File: src/rtl/x_500_qr_recon_241.sv
// Digit-serial reverse converter for the mod-241 datapath.
// Rebuilds X = Q*241 + R one 8-bit digit of Q per clock.
module x_500_qr_recon_241 #(
  parameter int XW = 500,
  parameter int QW = 493,
  parameter int M  = 241,
  parameter int DW = 8
) (
  input  logic          clk,
  input  logic          rst_n,
  input  logic          in_valid,
  output logic          in_ready,
  input  logic [QW-1:0] Q,
  input  logic [7:0]    R,
  output logic          out_valid,
  input  logic          out_ready,
  output logic [XW-1:0] X,
  output logic          err_rng,
  output logic          err_ovf
);

  localparam int NDIG = (XW + DW - 1) / DW;
  localparam int SW   = NDIG * DW;
  localparam int CW   = $clog2(NDIG);

  typedef enum logic [1:0] {
    S_IDLE,
    S_RUN,
    S_DONE
  } state_t;

  state_t state;
  state_t state_nx;

  logic [SW-1:0] q_sh;
  logic [SW-1:0] x_sh;
  logic [7:0]    carry;
  logic [CW-1:0] cnt;
  logic [15:0]   q16;
  logic [15:0]   p;
  logic          last;
  logic          accept;
  logic          release_x;

  // One digit step: q*241 as (q<<8)-(q<<4)+q, plus incoming carry.
  always_comb begin
    q16 = {8'b0, q_sh[7:0]};
    p   = (q16 << 8) - (q16 << 4) + q16 + {8'b0, carry};
  end

  assign last      = (cnt == CW'(NDIG - 1));
  assign in_ready  = (state == S_IDLE);
  assign accept    = in_valid && (state == S_IDLE);
  assign release_x = out_valid && out_ready;

  // Next-state decode.
  always_comb begin
    state_nx = state;
    unique case (state)
      S_IDLE: if (in_valid) state_nx = S_RUN;
      S_RUN:  if (last) state_nx = S_DONE;
      S_DONE: if (release_x) state_nx = S_IDLE;
      default: state_nx = S_IDLE;
    endcase
  end

  // State register.
  always_ff @(posedge clk or negedge rst_n) begin
    if (!rst_n) state <= S_IDLE;
    else        state <= state_nx;
  end

  // Shift/accumulate datapath and result registers.
  always_ff @(posedge clk or negedge rst_n) begin
    if (!rst_n) begin
      q_sh      <= '0;
      x_sh      <= '0;
      carry     <= '0;
      cnt       <= '0;
      out_valid <= 1'b0;
      X         <= '0;
      err_rng   <= 1'b0;
      err_ovf   <= 1'b0;
    end else begin
      unique case (state)
        S_IDLE: begin
          if (accept) begin
            q_sh    <= {{(SW-QW){1'b0}}, Q};
            carry   <= R;
            cnt     <= '0;
            err_rng <= (R >= 8'(M));
          end
        end
        S_RUN: begin
          x_sh  <= {p[7:0], x_sh[SW-1:8]};
          carry <= p[15:8];
          q_sh  <= q_sh >> 8;
          cnt   <= cnt + CW'(1);
        end
        S_DONE: begin
          if (!out_valid) begin
            out_valid <= 1'b1;
            X         <= x_sh[XW-1:0];
            err_ovf   <= (|x_sh[SW-1:XW]) | (|carry);
          end else if (out_ready) begin
            out_valid <= 1'b0;
          end
        end
        default: ;
      endcase
    end
  end

endmodule

File: config.mk
export PLATFORM = sky130hd
export DESIGN_NAME = x_500_qr_recon_241
export DESIGN_NICKNAME = d
export VERILOG_FILES = /design/src/rtl/x_500_qr_recon_241.sv
export SDC_FILE = /design/constraint.sdc
export NUM_CORES = 2
export LEC_CHECK = 0
export BUFFER_PORTS_ARGS = -buffer_cell sky130_fd_sc_hd__buf_2
export CAP_MARGIN = 20
export CORE_MARGIN = 4
export CORE_UTILIZATION = 40
export CTS_BUF_LIST = sky130_fd_sc_hd__clkbuf_16
export DETAILED_ROUTE_END_ITERATION = 8
export PLACE_DENSITY = 0.71
export SYNTH_ARGS = -nofsm -noshare
export SYNTH_HDL_FRONTEND = slang
export SYNTH_SLANG_ARGS = --single-unit
export TNS_END_PERCENT = 30
File: constraint.sdc
create_clock -name clk -period 3.61 [get_ports clk]
set_input_delay 0 -clock clk [delete_from_list [all_inputs] [get_ports clk]]
set_output_delay 0 -clock clk [all_outputs]
set_load 0.1 [all_outputs]
; ---- After elaboration in Yosys (flattened, before gate mapping)
; Index checks and enable logic that the tools add are counted.
[word_totals]
ff_bits = 1527
input_bits = 505
[classes]
addsub = 4
order_cmp = 1
n_eq_ne = 7
n_mux = 12
bitwise = 2
n_reduce_logical = 10
[op_table]
columns = op, count
row1 = one-hot mux 504 bit (2 select lines), 1
row2 = 2-to-1 mux 504 bit, 1
row3 = adder 16 x 8 -> 16 bit, 2
row4 = one-hot mux 8 bit (2 select lines), 1
row5 = subtractor 16 x 12 -> 16 bit, 1
row6 = one-hot mux 6 bit (2 select lines), 1
row7 = greater-or-equal comparator 8 bit (second input constant), 1
row8 = 2-to-1 mux 8 bit, 1
row9 = OR reduction 8 bit, 1
row10 = adder 6 x 1 -> 6 bit (second input constant), 1
row11 = equality test 6 bit (second input constant), 1
row12 = 2-to-1 mux 2 bit, 3
row13 = 2-to-1 mux 6 bit, 1
row14 = inequality test 2 bit (second input constant), 3
row15 = one-hot mux 2 bit (3 select lines), 1
row16 = AND reduction 2 bit, 3
row17 = OR reduction 4 bit, 1
row18 = AND reduction 3 bit, 1
row19 = equality test 2 x 1 -> 1 bit (second input constant), 1
row20 = equality test 2 bit (second input constant), 1
row21 = logical AND 1 bit, 2
row22 = zero test 2 bit, 1
row23 = 2-to-1 mux 1 bit, 2
row24 = inequality test 2 x 1 -> 1 bit (second input constant), 1
row25 = 3 further kinds, 3

; ---- Depth between registers and ports, before layout
[logic_depth]
word_depth = 4
mapped_depth = 11

; ---- Worst setup path before layout
; OpenSTA, ideal clock, no wires.
[synth_path]
path_kind = reg-to-reg
from = reg q_sh[0]
to = reg carry[2]
setup_time_ns = 0.076
t_arrival_ns = 2.372
setup_slack_ns = 1.162
path_stages_with_launch = 10
path_cell_list = dfrtp_1 > fa_1 > inv_1 > ha_1 > a21o_1 > a21oi_2 > a31oi_1 > o21ai_0 > mux2_1 > o21ai_1
[synth_between]
elab_chain_len = 4
[synth_rtl]
columns = item, line
row1 = start: declaration, 35  ; logic [SW-1:0] q_sh;
row2 = start signal: assignment, 88  ; q_sh <= {{(SW-QW){1'b0}}, Q};
row3 = start signal: assignment, 97  ; q_sh <= q_sh >> 8;
row4 = subtractor 16 x 12 -> 16 bit, 48  ; p = (q16 << 8) - (q16 << 4) + q16 + {8'b0, carry};
row5 = adder 16 x 8 -> 16 bit (*) (2 in series), 48
row6 = one-hot mux 8 bit (2 select lines) (*), 85  ; unique case (state)
row7 = end signal: assignment, 96  ; carry <= p[15:8];
row8 = end: declaration, 37  ; logic [7:0] carry;
; Every way passes the cells marked *; elsewhere a longest branch is shown, timed or not.
; A chain may end at the register's enable or synchronous reset.

; ---- Final worst setup path
[layout_path]
from = reg state[0]
to = reg q_sh[467]
[layout_between]
elab_chain_len = 4
[layout_rtl]
columns = item, line
row1 = start: declaration, 32  ; state_t state;
row2 = start signal: assignment, 70  ; else state <= state_nx;
row3 = zero test 2 bit, "53, 85"
row4 = logical AND 1 bit, 53  ; assign accept = in_valid && (state == S_IDLE);
row5 = inequality test 2 x 1 -> 1 bit (no source line), n/a
row6 = AND reduction 2 bit (no source line), n/a
; Several ways; a longest one is shown, not always the timed one.

==> impl_metrics.ini <==
[pwr]
irDropWorstVdd_v = 0.000405
p_per_area_nw_per_um2 = 635
p_leak_uw = 0.0431
power_uw = 52600

[timing]
hold_viol = 0
layout_setup_ws_ns = 0.548
relSlewSlack = 0.348
hold_slack_ns = 0.0507
clock.fmax_ghz = 0.327
rsz0062_at_grt = false
finalCriticalPeriod_ns = 3.06
slew_viol_final = 0
skew_ns = 0.0513
tightest_slew_ns = 0.974
post-route-period-util = 0.848
fin_tns_setup_ns = 0
setup_viol = 0

[place]
portBuffers = 1008
place_congestion = 0.911
place_ws_ns = 0.862
dp.cells = 8821
dp_hpwl_um = 130000

[job]
drv_cap = 0

[clock_network]
cts_buffers = 157
cts_buffer_depth = 3
clk_latency_ns = 0.81
root_buffer = clkbuf_16
ctsHoldBuffers = 942
cts_tree = yes
htree_num_levels = 4
cts_setup_buffers = 0
clkSinkCount = 1516
clk_pin_slew_worst_paths_ns = 0.07
cts_resized = 0

[worst_hold_path]
hold_path_depth = 4
hold_path.startpoint = Q[146]
hold_class = in -> reg

[grt]
grt_pass1_vias = 55500
grt_pass1_wl_um = 335000
grt_antenna_before_repair = 53
grtUsageTotal = 0.272
grt_max_degree = 144
overflow = 0

[setup_path]
endpoint = q_sh[467]$_DFFE_PN0P_
arrival_ns = 3.69
crit_start = state[0]$_DFFE_PN0P_
slowest_delay_ns = 0.81
cp_max_fo = 129
crit_chain = nor2_2, and2_4, buf_12, nand2_1, a31oi_1
rr_endpoint = q_sh[467]$_DFFE_PN0P_
worst-setup-path-type = reg -> reg
cp-start-kind = register
crit_slowest_cell = a31oi_1
worstPathRequired_ns = 4.24
worstReg2RegStart = state[0]$_DFFE_PN0P_
reg2reg_setup_slack_ns = 0.55
rr_worst_depth = 5
end_kind = register

[run_status]
outcome = finished clean

[synth]
synth_top_area_cell = dfrtp_1
avgSynthCellArea_um2 = 10.1
synth-edff-count = 0
ys_seq_area_frac = 0.621
synthTopCellsByArea = dfrtp_1, nand2_1, mux2_2
ys_seq_elements = 1516
synth.distinct_cells = 52
ys_async_sr_fraction = 1.00
syn_nets = 6607
netlist.area_leader.share = 0.621
yosys_warnings = 0
yosysMostFrequentCell = nand2_1
yosys-top-cells-count = nand2_1, dfrtp_1, nor2_1, a31oi_1, mux2_2
synth_area_um2 = 61000
synth_ff_type = dfrtp_1
synthCells = 6070

[floorplanning]
row_count = 143
start_util = 0.402
dieHeight_um = 399
core_um2 = 152000
die_area_um2 = 159000
die_w_um = 399
io_pins = 1009

[routing]
wl_per_cell_um = 22.0
drt_iter0_drc = 6237
wl_um = 222000
firstDrtPassIters = 9
viasPerCell = 5.43
final_antenna_net_count = 0
drc = 0
via_count = 54800

[final_layout]
area_growth_pct = 35.7
stdcell_count = 10100
fillCellCount = 12000
finalNetCount = 8429
layout-drive-gt1-share = 0.210
power by group:
group	leakage, uW	switching [uW]	internal (uW)
Combinational	0.0213	7060	4560
Sequential	0.0192	3700	21300
Clock	0.00259	7250	8780
area by class of cell:
| type | count | area (um^2) | area share |
|---|---|---|---|
| sequential | 1516 | 37900 | 0.458 |
| multi-input combinational | 4132 | 21200 | 0.256 |
| timing repair buffer | 2054 | 15800 | 0.191 |
| clock buffer | 158 | 3950 | 0.0477 |
| tap | 2030 | 2540 | 0.0307 |
| clock inverter | 130 | 1100 | 0.0133 |
| inverter | 31 | 116 | 0.00141 |
| antenna | 42 | 105 | 0.00127 |
flip-flops by register name, indices dropped and copies added (netlist names), 2 cells and up:
signal and flops:
x_sh 504, X 500, q_sh 493, carry 8, cnt 6, state 2
per-layer routing:
layer  share of wire  vias to the layer above  track usage
met5         0.00041                        -      0.00277
met4           0.083                       14        0.190
met3           0.088                     1085       0.0646
met2            0.46                     3718        0.433
met1            0.37                    26500        0.327
li1                -                    23500            -
per-stage QoR:
stage / instance area, um^2 / utilization
finish: 82800 / 0.546
global route: 82800 / 0.546
CTS: 82700 / 0.545
detailed placement: 68200 / 0.450
global placement: 68200 / 0.450
floorplan: 61000 / -
how the worst min path moves through the flow:
| stage | end | slack [ns] |
|---|---|---|
| after floorplan | X[0]$_DFFE_PN0P_ | -0.30 |
| after global placement | X[100]$_DFFE_PN0P_ | 0.11 |
| after detailed placement | X[100]$_DFFE_PN0P_ | 0.12 |
| after CTS | q_sh[308]$_DFFE_PN0P_ | 0.0005 |
| after global routing | q_sh[31]$_DFFE_PN0P_ | 0.03 |
| final | q_sh[146]$_DFFE_PN0P_ | 0.05 |
worst max-delay path, delay by kind of cell (launching register included):
family / cells / cell delay [ns]
AOI/OAI and AO/OA: 1 / 0.81
buffers and inverters: 1 / 0.51
DFF: 1 / 0.45
and+or+nand+nor: 3 / 0.99
cell usage in the layout (no fill, tap or decap), drive strengths merged, types with 3 or more instances in the layout:
master	netlist	layout
buf	258	1113
ha	28	28
a22o	8	8
a21o	5	5
o22ai	4	4
o21ai	26	26
nor3	3	3
clkinvlp	0	3
nand4	4	4
nand2	2485	2485
nand2b	5	5
xor2	8	8
clkbuf	133	158
inv	31	72
nor2	500	500
mux2	501	501
nand3	8	8
o31ai	3	3
bufinv	0	10
a31oi	489	489
diode	0	42
fa	4	4
nor4	5	5
dfrtp	1516	1516
clkinv	0	76
a21oi	14	14
dlygate4sd3	0	941
xnor2	5	5
kinds of logic after synthesis:
logic type / after synthesis / share of synthesized area
buf+inv: 422 / 0.0315
flops: 1516 / 0.621
mux: 502 / 0.0926
compound gates: 567 / 0.0587
fa+ha+maj: 32 / 0.00705
simple gates: 3018 / 0.187
xor+xnor: 13 / 0.00187
(Power assumes the default switching activity.)
